## src/rtl/sent_pkg.sv

```systemverilog
// Shared definitions for the SENT transmit path: FSM encoding, symbol lengths and
// the nibble-to-tick helper.
package sent_pkg;

    typedef enum logic [2:0] {
        ST_IDLE     = 3'd0,
        ST_CRC_REQ  = 3'd1,
        ST_CRC_WAIT = 3'd2,
        ST_SYNC     = 3'd3,
        ST_STATUS   = 3'd4,
        ST_DATA     = 3'd5,
        ST_CRC      = 3'd6,
        ST_PAUSE    = 3'd7
    } sent_state_e;

    typedef logic [11:0] sym_ticks_t;

    localparam sym_ticks_t SYNC_TICKS  = 12'd56;
    localparam sym_ticks_t NIBBLE_BASE = 12'd12;
    localparam sym_ticks_t PAUSE_MIN   = 12'd12;

    function automatic sym_ticks_t nibble_ticks(input logic [3:0] v);
        return NIBBLE_BASE + {8'd0, v};
    endfunction

endpackage

```

## src/rtl/sent_pulse_gen.sv

```systemverilog
// One SENT symbol: low for low_ticks ticks from the start tick, then high until the
// symbol's final tick, which is flagged on sym_done.
module sent_pulse_gen
    import sent_pkg::*;
(
    input  logic       clk,
    input  logic       rst,
    input  logic       tick,
    input  logic       start,
    input  sym_ticks_t sym_ticks,
    input  sym_ticks_t low_ticks,
    output logic       line,
    output logic       sym_done
);

    sym_ticks_t cnt_r;
    logic       line_r;

    // cnt_r holds the index of the next tick within the symbol; the start tick is index 0
    assign sym_done = tick && !start && (cnt_r == (sym_ticks - 12'd1));
    assign line     = line_r;

    // Symbol tick counter and line level
    always_ff @(posedge clk or posedge rst) begin
        if (rst) begin
            cnt_r  <= 12'd0;
            line_r <= 1'b1;
        end else if (tick) begin
            if (start) begin
                cnt_r  <= 12'd1;
                line_r <= 1'b0;
            end else begin
                if (cnt_r == low_ticks) begin
                    line_r <= 1'b1;
                end
                cnt_r <= cnt_r + 12'd1;
            end
        end
    end

endmodule

```

## src/rtl/sent_frame_tx.sv

```systemverilog
// SENT transmit sequencer: accepts a frame, fetches its CRC from sent_crc, then sends
// sync, status, data nibbles, CRC and an optional pause on the SENT line.
module sent_frame_tx
    import sent_pkg::*;
#(
    parameter int DIV_W     = 16,
    parameter int LOW_TICKS = 5,
    parameter int CRC_TMO   = 31
) (
    input  logic             clk,
    input  logic             rst,
    input  logic [DIV_W-1:0] tick_div,
    input  logic             pause_en,
    input  logic [11:0]      pause_ticks,
    input  logic             frame_valid,
    output logic             frame_ready,
    input  logic [3:0]       frame_status,
    input  logic [2:0]       frame_len,
    input  logic [27:0]      frame_data,
    output logic             sent_crc_req,
    output logic [2:0]       sent_frame_len,
    output logic [27:0]      sent_frame_data,
    input  logic             sent_crc_ack,
    input  logic [3:0]       sent_crc,
    output logic             sent_out,
    output logic             busy,
    output logic             frame_done,
    output logic             frame_err
);

    localparam int TMO_W = $clog2(CRC_TMO + 1);
    localparam logic [TMO_W-1:0] TMO_LAST = TMO_W'(CRC_TMO - 1);

    sent_state_e      state_r;
    logic [3:0]       status_r;
    logic [2:0]       len_r;
    logic [27:0]      data_r;
    logic [27:0]      shift_r;
    logic [2:0]       nib_cnt_r;
    logic [DIV_W-1:0] div_r;
    logic [DIV_W-1:0] tick_cnt_r;
    logic             pause_en_r;
    sym_ticks_t       pause_r;
    logic [3:0]       crc_r;
    logic [TMO_W-1:0] tmo_cnt_r;
    logic             start_r;
    logic             frame_ready_r;
    logic             busy_r;
    logic             req_r;
    logic             done_r;
    logic             err_r;

    logic             sym_state_s;
    logic             tick_s;
    sym_ticks_t       sym_ticks_s;
    logic             sym_done_s;

    // Tick generation is only live while a symbol state is active
    always_comb begin
        sym_state_s = 1'b0;
        if ((state_r == ST_SYNC) || (state_r == ST_STATUS) || (state_r == ST_DATA) ||
            (state_r == ST_CRC) || (state_r == ST_PAUSE)) begin
            sym_state_s = 1'b1;
        end else begin
            sym_state_s = 1'b0;
        end
        tick_s = sym_state_s && (tick_cnt_r == {DIV_W{1'b0}});
    end

    // Length of the symbol currently on the line
    always_comb begin
        sym_ticks_s = SYNC_TICKS;
        case (state_r)
            ST_SYNC:   sym_ticks_s = SYNC_TICKS;
            ST_STATUS: sym_ticks_s = nibble_ticks(status_r);
            ST_DATA:   sym_ticks_s = nibble_ticks(shift_r[27:24]);
            ST_CRC:    sym_ticks_s = nibble_ticks(crc_r);
            ST_PAUSE:  sym_ticks_s = pause_r;
            default:   sym_ticks_s = SYNC_TICKS;
        endcase
    end

    sent_pulse_gen u_pulse (
        .clk       (clk),
        .rst       (rst),
        .tick      (tick_s),
        .start     (start_r),
        .sym_ticks (sym_ticks_s),
        .low_ticks (12'(LOW_TICKS)),
        .line      (sent_out),
        .sym_done  (sym_done_s)
    );

    // Frame sequencer, tick divider, frame latches, nibble shifter and CRC handshake
    always_ff @(posedge clk or posedge rst) begin
        if (rst) begin
            state_r       <= ST_IDLE;
            status_r      <= 4'd0;
            len_r         <= 3'd0;
            data_r        <= 28'd0;
            shift_r       <= 28'd0;
            nib_cnt_r     <= 3'd0;
            div_r         <= {DIV_W{1'b0}};
            tick_cnt_r    <= {DIV_W{1'b0}};
            pause_en_r    <= 1'b0;
            pause_r       <= PAUSE_MIN;
            crc_r         <= 4'd0;
            tmo_cnt_r     <= {TMO_W{1'b0}};
            start_r       <= 1'b0;
            frame_ready_r <= 1'b0;
            busy_r        <= 1'b0;
            req_r         <= 1'b0;
            done_r        <= 1'b0;
            err_r         <= 1'b0;
        end else begin
            req_r  <= 1'b0;
            done_r <= 1'b0;
            err_r  <= 1'b0;
            if (sym_state_s) begin
                tick_cnt_r <= tick_s ? div_r : (tick_cnt_r - DIV_W'(1));
            end
            if (tick_s && start_r) begin
                start_r <= 1'b0;
            end
            case (state_r)
                ST_IDLE: begin
                    if (frame_valid && frame_ready_r) begin
                        status_r      <= frame_status;
                        len_r         <= frame_len;
                        data_r        <= frame_data;
                        shift_r       <= frame_data;
                        nib_cnt_r     <= frame_len;
                        div_r         <= tick_div;
                        pause_en_r    <= pause_en;
                        pause_r       <= (pause_ticks < PAUSE_MIN) ? PAUSE_MIN : pause_ticks;
                        tmo_cnt_r     <= {TMO_W{1'b0}};
                        frame_ready_r <= 1'b0;
                        busy_r        <= 1'b1;
                        if (frame_len == 3'd0) begin
                            err_r <= 1'b1;
                        end else begin
                            req_r   <= 1'b1;
                            state_r <= ST_CRC_REQ;
                        end
                    end else begin
                        frame_ready_r <= 1'b1;
                        busy_r        <= 1'b0;
                    end
                end
                ST_CRC_REQ: begin
                    tmo_cnt_r <= tmo_cnt_r + TMO_W'(1);
                    state_r   <= ST_CRC_WAIT;
                end
                ST_CRC_WAIT: begin
                    if (sent_crc_ack) begin
                        crc_r      <= sent_crc;
                        start_r    <= 1'b1;
                        tick_cnt_r <= div_r;
                        state_r    <= ST_SYNC;
                    end else if (tmo_cnt_r == TMO_LAST) begin
                        err_r   <= 1'b1;
                        busy_r  <= 1'b0;
                        state_r <= ST_IDLE;
                    end else begin
                        tmo_cnt_r <= tmo_cnt_r + TMO_W'(1);
                    end
                end
                ST_SYNC: begin
                    if (sym_done_s) begin
                        start_r <= 1'b1;
                        state_r <= ST_STATUS;
                    end
                end
                ST_STATUS: begin
                    if (sym_done_s) begin
                        start_r <= 1'b1;
                        state_r <= ST_DATA;
                    end
                end
                ST_DATA: begin
                    if (sym_done_s) begin
                        start_r   <= 1'b1;
                        shift_r   <= {shift_r[23:0], 4'd0};
                        nib_cnt_r <= nib_cnt_r - 3'd1;
                        if (nib_cnt_r == 3'd1) begin
                            state_r <= ST_CRC;
                        end
                    end
                end
                ST_CRC: begin
                    if (sym_done_s) begin
                        if (pause_en_r) begin
                            start_r <= 1'b1;
                            state_r <= ST_PAUSE;
                        end else begin
                            done_r  <= 1'b1;
                            busy_r  <= 1'b0;
                            state_r <= ST_IDLE;
                        end
                    end
                end
                ST_PAUSE: begin
                    if (sym_done_s) begin
                        done_r  <= 1'b1;
                        busy_r  <= 1'b0;
                        state_r <= ST_IDLE;
                    end
                end
                default: begin
                    busy_r  <= 1'b0;
                    state_r <= ST_IDLE;
                end
            endcase
        end
    end

    assign frame_ready     = frame_ready_r;
    assign busy            = busy_r;
    assign sent_crc_req    = req_r;
    assign sent_frame_len  = len_r;
    assign sent_frame_data = data_r;
    assign frame_done      = done_r;
    assign frame_err       = err_r;

endmodule

```

## config.mk

```make
export PLATFORM = sky130hd
export DESIGN_NAME = sent_frame_tx
export DESIGN_NICKNAME = d
export VERILOG_FILES = /design/src/rtl/sent_pkg.sv /design/src/rtl/sent_pulse_gen.sv /design/src/rtl/sent_frame_tx.sv
export SDC_FILE = /design/constraint.sdc
export NUM_CORES = 1
export LEC_CHECK = 0
export BUFFER_PORTS_ARGS = -buffer_cell sky130_fd_sc_hd__buf_2
export CORE_UTILIZATION = 57
export CTS_CLUSTER_DIAMETER = 30
export CTS_CLUSTER_SIZE = 24
export DETAILED_ROUTE_END_ITERATION = 8
export PLACE_DENSITY = 0.89
export SYNTH_ARGS = -nofsm -noshare
export SYNTH_HDL_FRONTEND = slang
export SYNTH_SLANG_ARGS = --single-unit
```

## constraint.sdc

```tcl
create_clock -name clk -period 6.3 [get_ports clk]
set_input_delay 1.26 -clock clk [delete_from_list [all_inputs] [get_ports clk]]
set_output_delay 1.26 -clock clk [all_outputs]
set_load 0.02 [all_outputs]
```

==> results by group, run 1 <==
Drt
  • DR DRC count: 0
  • Drt first pass iters: 6
  • Vias: 6074
  • WL/cell: 15.8 um
  • Final ANT Viol Nets: 0
  • WL final: 16.9 mm
  • DR vias/cell: 5.67
  • DR iter-0 viols: 451

Power
  • Pwr per Cell Area: 241 nW/um^2
  • Pwr Total: 0.00202 W
  • Lkg Pwr: 4.28 nW
  • Peak VDD IR: 0.000248 V

Synthesis
  • Synth Flop Type: dfrtp_1
  • Ys async rst share: 100%
  • Synth Instances: 803
  • Synthesized cell area: 7170 um^2
  • #FFs+latches synth: 142
  • Ys Warns: 0
  • Synthesized area per cell: 8.93 um^2
  • Syn Nets: 884
  • Post-synth top area cell: dfrtp_1
  • Seq/Total Area, Yosys: 49.6%
  • Most common cell in the netlist: nand2_1
  • Commonest cells post-synth: nand2_1 (214), dfrtp_1 (139), nor2_1 (52), inv_1 (42), a21oi_1 (35)
  • Share of the synthesized area in the top cell type: 48.5%
  • Largest cells by area after synthesis: dfrtp_1 (48%), nand2_1 (11%), o22ai_1 (2.8%), nor2_1 (2.7%), a21oi_2 (2.6%)
  • Yosys cell types: 63
  • EDFF count, synth: 0

Critical path
  • Crit path DAT: 5300 ps
  • Slowest stage delay, CP: 920 ps
  • Element type at the critical path end: register
  • Cell with the most instances on the worst path: nand2_1
  • Critical path class: reg2reg
  • CP Launch Type: register
  • Maximum fanout along the worst path: 29
  • CP top delay family: simple AND/OR/NAND/NOR gates
  • CP max-delay cell: and2_1
  • Required time worst endpoint: 6590 ps
  • Worst Path Buf+Inv: 1
  • Ordered list of cells on the worst path: nand2_1 -> nand2_1 -> nor2_1 -> o21ai_0 -> ha_1 -> nand4_2 -> a2111oi_4 -> mux2i_1 -> or3_1 -> and3_4 -> nand4b_4 -> and2_1 -> buf_4 -> a21oi_2

Placed design
  • Placed cell count: 1040
  • I/O Buffers: 108
  • GP Congestion: 0.908
  • Worst slack at placement: 1340 ps
  • Post-DP HPWL: 11.3 mm

GRT
  • GRT Residual Overflow: 0
  • Antenna violations before repair: 4
  • Met2 Usage GRT: 43.6%
  • Vias in the first global route: 6025
  • M1 GR Usage: 36.9%
  • Total GRT Usage: 28.0%
  • Met3 usage: 8.10%
  • First-pass GRT wire length: 28.4 mm
  • Grt peak-use layer: met2
  • Pin count of the biggest net entering global routing: 94

Cells and area
  • Util after Layout: 69.0%
  • Final Non-Filler Cells: 1071
  • Fraction of layout cells with a size suffix above 1: 21.6%
  • Nets@finish: 972
  • Layout area overhead: 17.0%

Timing
  • Fin. Hold Viols: 0
  • Tcrit/Tclk final: 79.5%
  • Fin crit period: 5010 ps
  • Setup violators final: 0
  • Fmax: 200 MHz
  • Max-slew violations: 0
  • PnR worst setup slack: 1290 ps
  • Clk_skew: 6.98 ps
  • Rel. slew slack: 27.3%
  • Setup TNS: 0 ps
  • RSZ-0062 raised after global routing: no
  • Least-Margin Pin Slew: 1090 ps

Clocking
  • Post-CTS sizing: 0
  • Clk buf depth: 2
  • Setup bufs post-CTS: 0
  • Number of hold buffers added after CTS: 0
  • TritonCTS Buffers: 17
  • Worst skew pair latency: 420 ps
  • # H-tree levels: 4
  • Reg clk slew, reported paths: 60 ps
  • CTS tree: done
  • Root Buffer: clkbuf_16
  • Clock sinks: 142

Outcome
  • Status: finished, final reports clean

Die
  • FP Rows: 40
  • Die Footprint: 13000 um^2
  • Die X-Extent: 114 um
  • Core area: 12200 um^2
  • I/O Pins: 109
  • Die Span Y: 114 um
  • Initial Util: 59.0%

Run
  • Maxcap violations: 0

Worst hold path
  • Hold Crit Class: reg2reg
layer usage:
layer	up-vias	share of wire [%]
met3	50	7.4
met2	232	47
met4	2	2.9
li1	2892	-
met5	-	0.065
met1	2898	43
cell type report:
| class | count | area, um^2 |
|---|---|---|
| timing repair buffer | 115 | 593 |
| clock inverter | 9 | 160 |
| antenna | 1 | 2.50 |
| fill | 878 | 3770 |
| multi-input combinational | 573 | 3250 |
| tap | 168 | 210 |
| inverter | 42 | 163 |
| sequential | 142 | 3560 |
| clock buffer | 21 | 460 |
kinds of logic (layout without fill, tap and decap cells):
| kind of cell | Yosys count | in the layout | synth area share, % |
|---|---|---|---|
| other cells | 0 | 1 | 0 |
| buf+inv | 88 | 187 | 5.28 |
| simple gates | 360 | 360 | 22.7 |
| fa+ha+maj | 9 | 9 | 1.57 |
| xor+xnor | 30 | 30 | 3.66 |
| compound gates | 159 | 159 | 15.0 |
| flops | 142 | 142 | 49.6 |
| mux | 15 | 15 | 2.25 |
placed cells by master, fill, tap and decap left out, types with 5 or more instances in the layout:
cell and instances:
nand2_1 213, dfrtp_1 139, buf_2 108, nor2_1 52, inv_1 41, a21oi_1 35
o21ai_0 33, o22ai_1 32, a21oi_2 21, nand3_1 18, clkbuf_16 17, nor3_1 16
xnor2_1 16, xor2_1 14, ha_1 9, mux2_2 8, nor4_1 7, a22o_1 7
nand2b_1 7, nand4_1 7, buf_4 7, mux2i_1 6, and2_1 5, and3_1 5
a31oi_1 5
path summary, 6_finish.rpt:
path / start / end / slack, ps / cells after the start
max in group asynchronous: rst / shift_r[27] / 4120 / 3
worst min-delay path: sent_frame_data[23] / sent_frame_data[23] / 470 / 2
worst min register to register: sent_frame_data[23] / sent_frame_data[23] / 470 / 2
worst max register to register: state_r[1] / shift_r[8] / 1290 / 14
min in group asynchronous: rst / sent_frame_data[0] / 990 / 2
worst max-delay path: state_r[1] / shift_r[8] / 1290 / 14
stage by stage:
step	instance area, um^2	hold WS (ps)
6_report	8390	469
5_1_grt	8390	480
4_1_cts	8390	475
3_5_place_dp	7770	460
3_3_place_gp	7770	453
2_1_floorplan	7170	440
flip-flops by register name (all words and copies together), names as in the netlist:
signal,count
sent_frame_len,3
frame_err,1
sent_crc_req,1
status_r,4
div_r,16
tick_cnt_r,16
pause_r,12
tmo_cnt_r,5
sent_frame_data,28
busy,1
u_pulse.line,1
nib_cnt_r,3
frame_done,1
crc_r,4
u_pulse.cnt_r,12
shift_r,28
frame_ready,1
state_r,3
pause_en_r,1
start_r,1
tightest hold or removal path, stage by stage, from the launching register on:
cell and delay (ps):
dfrtp_1 330, nand2_1 50, nand2_1 50
report_power, final:
| group | leakage (nW) | switching, W | total [W] | internal (W) |
|---|---|---|---|---|
| clock | 0.304 | 0.000376 | 0.00106 | 0.000681 |
| sequential | 1.93 | 0 | 0.000912 | 0.000912 |
| combinational | 2.04 | 0.0000317 | 0.0000495 | 0.0000178 |
Note: power is estimated with default switching activity, not from simulation.
==> run 2, diff against run 1 <==
CORE_UTILIZATION = 52   (was 57)
PLACE_DENSITY = 0.86   (was 0.89)
clock period = 4.5 ns   (was 6.3 ns; I/O delays follow)
==> results by group, run 2 (same netlist as run 1, synthesis figures left out) <==
Critical path
  • Slowest stage delay, CP: 600 ps (-320 ps)
  • Maximum fanout along the worst path: 31 (+6.9%)
  • Element type at the critical path end: register
  • Reg-to-Reg End: nib_cnt_r[2]
  • CP Launch Type: register
  • Ordered list of cells on the worst path: nand2_1 -> nand2_1 -> nor2_1 -> o21ai_0 -> ha_1 -> nand4_2 -> a2111oi_4 -> a21oi_1 -> o32ai_1 -> and3_4 -> nand4b_4 -> and2_1 -> buf_4 -> a211oi_1
  • FF-to-FF Start: state_r[1]
  • Required time worst endpoint: 4840 ps (-1750 ps)
  • Worst Path Buf+Inv: 1 (unchanged)
  • Reg-to-reg slack, setup: 290 ps (-1000 ps)
  • Crit path DAT: 4540 ps (-760 ps)
  • R2R cell count: 14 (unchanged)
  • CP top delay family: simple AND/OR/NAND/NOR gates
  • Cell with the most instances on the worst path: nand2_1
  • CP max-delay cell: dfrtp_1
  • Critical path class: reg2reg

Timing
  • Clk_skew: 12.1 ps (+5.16 ps)
  • Least-Margin Pin Slew: 1190 ps (+105 ps)
  • Hold Slack: 474 ps (+5.14 ps)
  • Rel. slew slack: 19.7% (-7.6 points)
  • Max-slew violations: 0 (unchanged)
  • RSZ-0062 raised after global routing: no
  • Fmax: 238 MHz (+19%)
  • Fin crit period: 4210 ps (-802 ps)
  • Fin. Hold Viols: 0 (unchanged)
  • Setup TNS: 0 ps (unchanged)
  • Setup violators final: 0 (unchanged)
  • Tcrit/Tclk final: 93.5% (+14 points)
  • PnR worst setup slack: 294 ps (-998 ps)

Die
  • Initial Util: 53.7% (-5.2 points)
  • Core area: 13300 um^2 (+9.8%)
  • I/O Pins: 109 (unchanged)
  • Die X-Extent: 119 um (+4.6%)
  • Die Footprint: 14300 um^2 (+9.4%)
  • Die Span Y: 119 um (+4.6%)
  • FP Rows: 42 (+5.0%)

Drt
  • DR iter-0 viols: 564 (+25%)
  • WL final: 17.7 mm (+4.2%)
  • Detail Route met3 WL: 1.37 mm (+9.0%)
  • Top Metal Used: met5
  • DR DRC count: 0 (unchanged)
  • DR vias/cell: 5.63 (-0.75%)
  • Drt first pass iters: 5 (-1)
  • WL/cell: 16.3 um (+2.9%)
  • Met2 WL: 8.37 mm (+5.6%)
  • Final ANT Viol Nets: 0 (unchanged)
  • Vias: 6107 (+0.54%)
  • M1 WL: 7.53 mm (+3.8%)

Clocking
  • Clk buf depth: 2 (unchanged)
  • Setup bufs post-CTS: 0 (unchanged)
  • # H-tree levels: 4 (unchanged)
  • Post-CTS sizing: 0 (unchanged)
  • Clock sinks: 142 (unchanged)
  • Worst skew pair latency: 430 ps (about the same)
  • Reg clk slew, reported paths: 60 ps (about the same)
  • Root Buffer: clkbuf_16
  • TritonCTS Buffers: 17 (unchanged)
  • CTS tree: done
  • Number of hold buffers added after CTS: 0 (unchanged)

Cells and area
  • Fraction of layout cells with a size suffix above 1: 22.4% (+0.74 points)
  • Nets@finish: 976 (+0.41%)
  • Layout area overhead: 17.8%
  • Most frequent cells in the layout: nand2_1 (213), dfrtp_1 (138), buf_2 (108)
  • Leading cell type in the layout, fill and taps excluded: nand2_1

Power
  • Lkg Pwr: 4.29 nW (+0.41%)
  • Pwr per Cell Area: 333 nW/um^2 (+38%)
  • Peak VDD IR: 0.000252 V (+1.3%)

GRT
  • First-pass GRT wire length: 28.1 mm (-1.2%)
  • Vias in the first global route: 5831 (-3.2%)
  • Antenna violations before repair: 2 (-2)
  • GRT Residual Overflow: 0 (unchanged)
  • Total GRT Usage: 25.3% (-2.8 points)
  • Pin count of the biggest net entering global routing: 107 (+14%)

Worst hold path
  • Worst hold start: sent_frame_data[21]
  • Hold Crit Class: reg2reg
  • WHS Path Cells: 2 (unchanged)
  • Hold EP: sent_frame_data[21]

Placed design
  • I/O Buffers: 108 (unchanged)
  • Worst slack at placement: 283 ps (-1050 ps)
  • Post-DP HPWL: 11.6 mm (+2.5%)
  • GP Congestion: 0.905 (-0.36%)

Outcome
  • Status: finished, final reports clean

Run
  • Maxcap violations: 0 (unchanged)
run 2: area by class of cell:
cell class	instances	area, um^2
clock buffer	18	429
multi-input combinational	574	3270
tap	176	220
timing repair buffer	118	628
sequential	142	3560
clock inverter	14	181
fill	1095	4900
inverter	42	161
antenna	1	2.50
run 2: metal layers:
layer / global-route usage, % / vias up
met2: 40.0 / 231
met5: 0 / -
met1: 33.0 / 2939
met4: 9.77 / 2
li1: - / 2899
met3: 6.99 / 36
run 2: worst min-delay path, cell delays in order, from the launching register on:
cell and delay [ps]:
dfrtp_1 340, nand2_1 50, nand2_1 50
run 2: power by group:
part / switching [W] / internal [W] / leakage [nW]
clock network: 0.000579 / 0.000882 / 0.290
registers: 0 / 0.00128 / 1.93
logic: 0.0000455 / 0.0000262 / 2.07
run 2: through the flow:
step	power [W]	utilization (%)	instances	instance area, um^2
6_report	0.00281	63.3	1085	8450
3_5_place_dp	0.00137	58.5	1051	7810
5_1_grt	0.00288	63.3	1084	8450
2_1_floorplan	0.00132	-	803	7180
4_1_cts	0.00282	63.1	1083	8420
3_3_place_gp	0.00137	58.5	1051	7810
run 2: how the worst max path moves through the flow:
stage               startpoint  cells after the start  slack, ps      endpoint
global route        state_r[1]                     14          4  nib_cnt_r[2]
finish              state_r[1]                     14        290  nib_cnt_r[2]
CTS                 state_r[1]                     14        240  nib_cnt_r[2]
global placement    state_r[1]                     14        490  nib_cnt_r[2]
detailed placement  state_r[1]                     14        280  nib_cnt_r[2]
floorplan           state_r[1]                     18        730    shift_r[0]
==> run 3, diff against run 2 <==
CORE_UTILIZATION = 62   (was 52)
PLACE_DENSITY = 0.95   (was 0.86)
clock period = 5 ns   (was 4.5 ns; I/O delays follow)
==> results by group, run 3 (same netlist as run 1, synthesis figures left out) <==
Outcome
  • Status: finished, final reports clean

Cells and area
  • Area of the multi-input gates: 3250 um^2 (-0.65%)
  • Number of fill cells in the layout: 697 (-36%)
  • Fraction of layout cells with a size suffix above 1: 21.8% (-0.56 points)
  • Layout area overhead: 15.8%
  • Nets@finish: 972 (-0.41%)
  • Sequential Area: 3560 um^2 (unchanged)
  • Most frequent cells in the layout: nand2_1 (213), dfrtp_1 (138), buf_2 (108)
  • Leading cell type in the layout, fill and taps excluded: nand2_1

Critical path
  • Slowest stage delay, CP: 750 ps (+150 ps)
  • CP max-delay cell: dfrtp_1
  • Cell with the most instances on the worst path: nand2_1
  • Crit path DAT: 4960 ps (+420 ps)
  • Required time worst endpoint: 5320 ps (+480 ps)
  • CP Launch Type: register
  • Element type at the critical path end: register
  • Ordered list of cells on the worst path: nand2_1 -> nand2_1 -> nor2_1 -> o21ai_0 -> ha_1 -> nand4_2 -> a2111oi_4 -> a21oi_1 -> o32ai_1 -> and3_4 -> nand4b_4 -> and2_1 -> buf_4 -> a211oi_1
  • Critical path class: reg2reg
  • Maximum fanout along the worst path: 31 (unchanged)

Drt
  • DR iter-0 viols: 626 (+11%)
  • Vias: 6423 (+5.2%)
  • Final ANT Viol Nets: 0 (unchanged)
  • DR DRC count: 0 (unchanged)
  • DR vias/cell: 6.15 (+9.2%)
  • WL/cell: 17.8 um (+9.5%)
  • WL final: 18.6 mm (+5.5%)
  • Drt first pass iters: 5 (unchanged)

Timing
  • Tcrit/Tclk final: 92.8% (-0.65 points)
  • Least-Margin Pin Slew: 992 ps (-202 ps)
  • Rel. slew slack: 33.8% (+14 points)
  • Max-slew violations: 0 (unchanged)
  • RSZ-0062 raised after global routing: no
  • Fin. Hold Viols: 0 (unchanged)
  • Setup TNS: 0 ps (unchanged)
  • Setup violators final: 0 (unchanged)
  • Clk_skew: 10.5 ps (-1.69 ps)
  • Hold Slack: 470 ps (-4.07 ps)
  • Fin crit period: 4640 ps (+435 ps)
  • Fmax: 215 MHz (-9.4%)

Placed design
  • Post-DP HPWL: 11.5 mm (-0.52%)
  • I/O Buffers: 108 (unchanged)
  • GP Congestion: 0.916 (+1.3%)

Clocking
  • TritonCTS Buffers: 17 (unchanged)
  • Worst skew pair latency: 420 ps (about the same)
  • Clk buf depth: 2 (unchanged)
  • # H-tree levels: 4 (unchanged)
  • Clock sinks: 142 (unchanged)
  • CTS tree: done
  • Number of hold buffers added after CTS: 0 (unchanged)
  • Reg clk slew, reported paths: 60 ps (about the same)
  • Root Buffer: clkbuf_16

GRT
  • GRT Residual Overflow: 0 (unchanged)
  • Pin count of the biggest net entering global routing: 114 (+6.5%)
  • Vias in the first global route: 6252 (+7.2%)
  • Antenna violations before repair: 2 (unchanged)
  • First-pass GRT wire length: 30.4 mm (+8.2%)
  • Total GRT Usage: 33.8% (+8.5 points)

Die
  • Initial Util: 64.8% (+11 points)
  • Core area: 11100 um^2 (-17%)
  • Die X-Extent: 110 um (-8.3%)
  • FP Rows: 38 (-9.5%)
  • Die Span Y: 110 um (-8.3%)
  • Die Footprint: 12000 um^2 (-16%)
  • I/O Pins: 109 (unchanged)

Run
  • Maxcap violations: 0 (unchanged)

Power
  • Lkg Pwr: 4.25 nW (-0.99%)
  • Pwr per Cell Area: 296 nW/um^2 (-11%)
  • Peak VDD IR: 0.000256 V (+1.6%)

Worst hold path
  • Hold Crit Class: reg2reg
-- run 3: changes by cell type in the layout (fill, tap and decap cells not counted), moves of 2 or more --
cell,change
buf_4,-2
clkbuf_1,+2
clkinv_2,+2
clkinvlp_4,-3
-- run 3: worst paths after layout --
path | start | endpoint | slack, ps | cells past startpoint
max in group asynchronous | rst | pause_r[2] | 3140 | 3
min in group asynchronous | rst | sent_frame_data[0] | 800 | 2
worst max register to register | state_r[1] | nib_cnt_r[2] | 360 | 14
worst min-delay path | sent_frame_data[19] | sent_frame_data[19] | 470 | 2
worst max-delay path | state_r[1] | nib_cnt_r[2] | 360 | 14
worst min register to register | sent_frame_data[19] | sent_frame_data[19] | 470 | 2
-- run 3: critical path, delay by kind of cell (launching register included) --
kind / cells / cell delay (ps)
DFF: 1 / 750
adders and majority gates: 1 / 250
and+or+nand+nor: 7 / 1700
buffers and inverters: 1 / 280
AOI/OAI and AO/OA: 5 / 1530
-- run 3: area by class of cell --
cell class / count / share of cell area, %
Sequential cell: 142 / 42.8
Antenna cell: 1 / 0.0301
Tap cell: 140 / 2.11
Clock buffer: 20 / 5.25
Inverter: 42 / 1.96
Multi-Input combinational cell: 573 / 39.1
Clock inverter: 12 / 1.63
Timing Repair Buffer: 115 / 7.14
-- run 3: timing repair --
action,4_1_cts,5_1_grt
gates resized for setup,0,1
buffers inserted,0,0
endpoints found under the setup margin,0,1
-- run 3: power breakdown --
group          switching, W  internal [W]
sequential                0       0.00115
clock              0.000507      0.000738
combinational     0.0000416     0.0000225
total              0.000549       0.00191
-- run 3: routing by layer --
layer  GRT usage, %  wire, um  up-vias
met5              0        13        -
met4           13.0       562        2
met3           10.0      1660       72
met2           54.4      9100      366
met1           43.2      7290     3085
li1               -         -     2898
-- run 3: metrics by stage --
stage / std cells / power [W] / util [%] / cell area, um^2 / setup WS (ps)
floorplan: 803 / 0.00119 / - / 7170 / 195
global placement: 1012 / 0.00123 / 69.8 / 7730 / 666
detailed placement: 1012 / 0.00123 / 69.8 / 7730 / 448
CTS: 1044 / 0.00246 / 75.0 / 8310 / 410
global route: 1044 / 0.00252 / 75.0 / 8310 / 35.7
finish: 1045 / 0.00246 / 75.0 / 8310 / 359
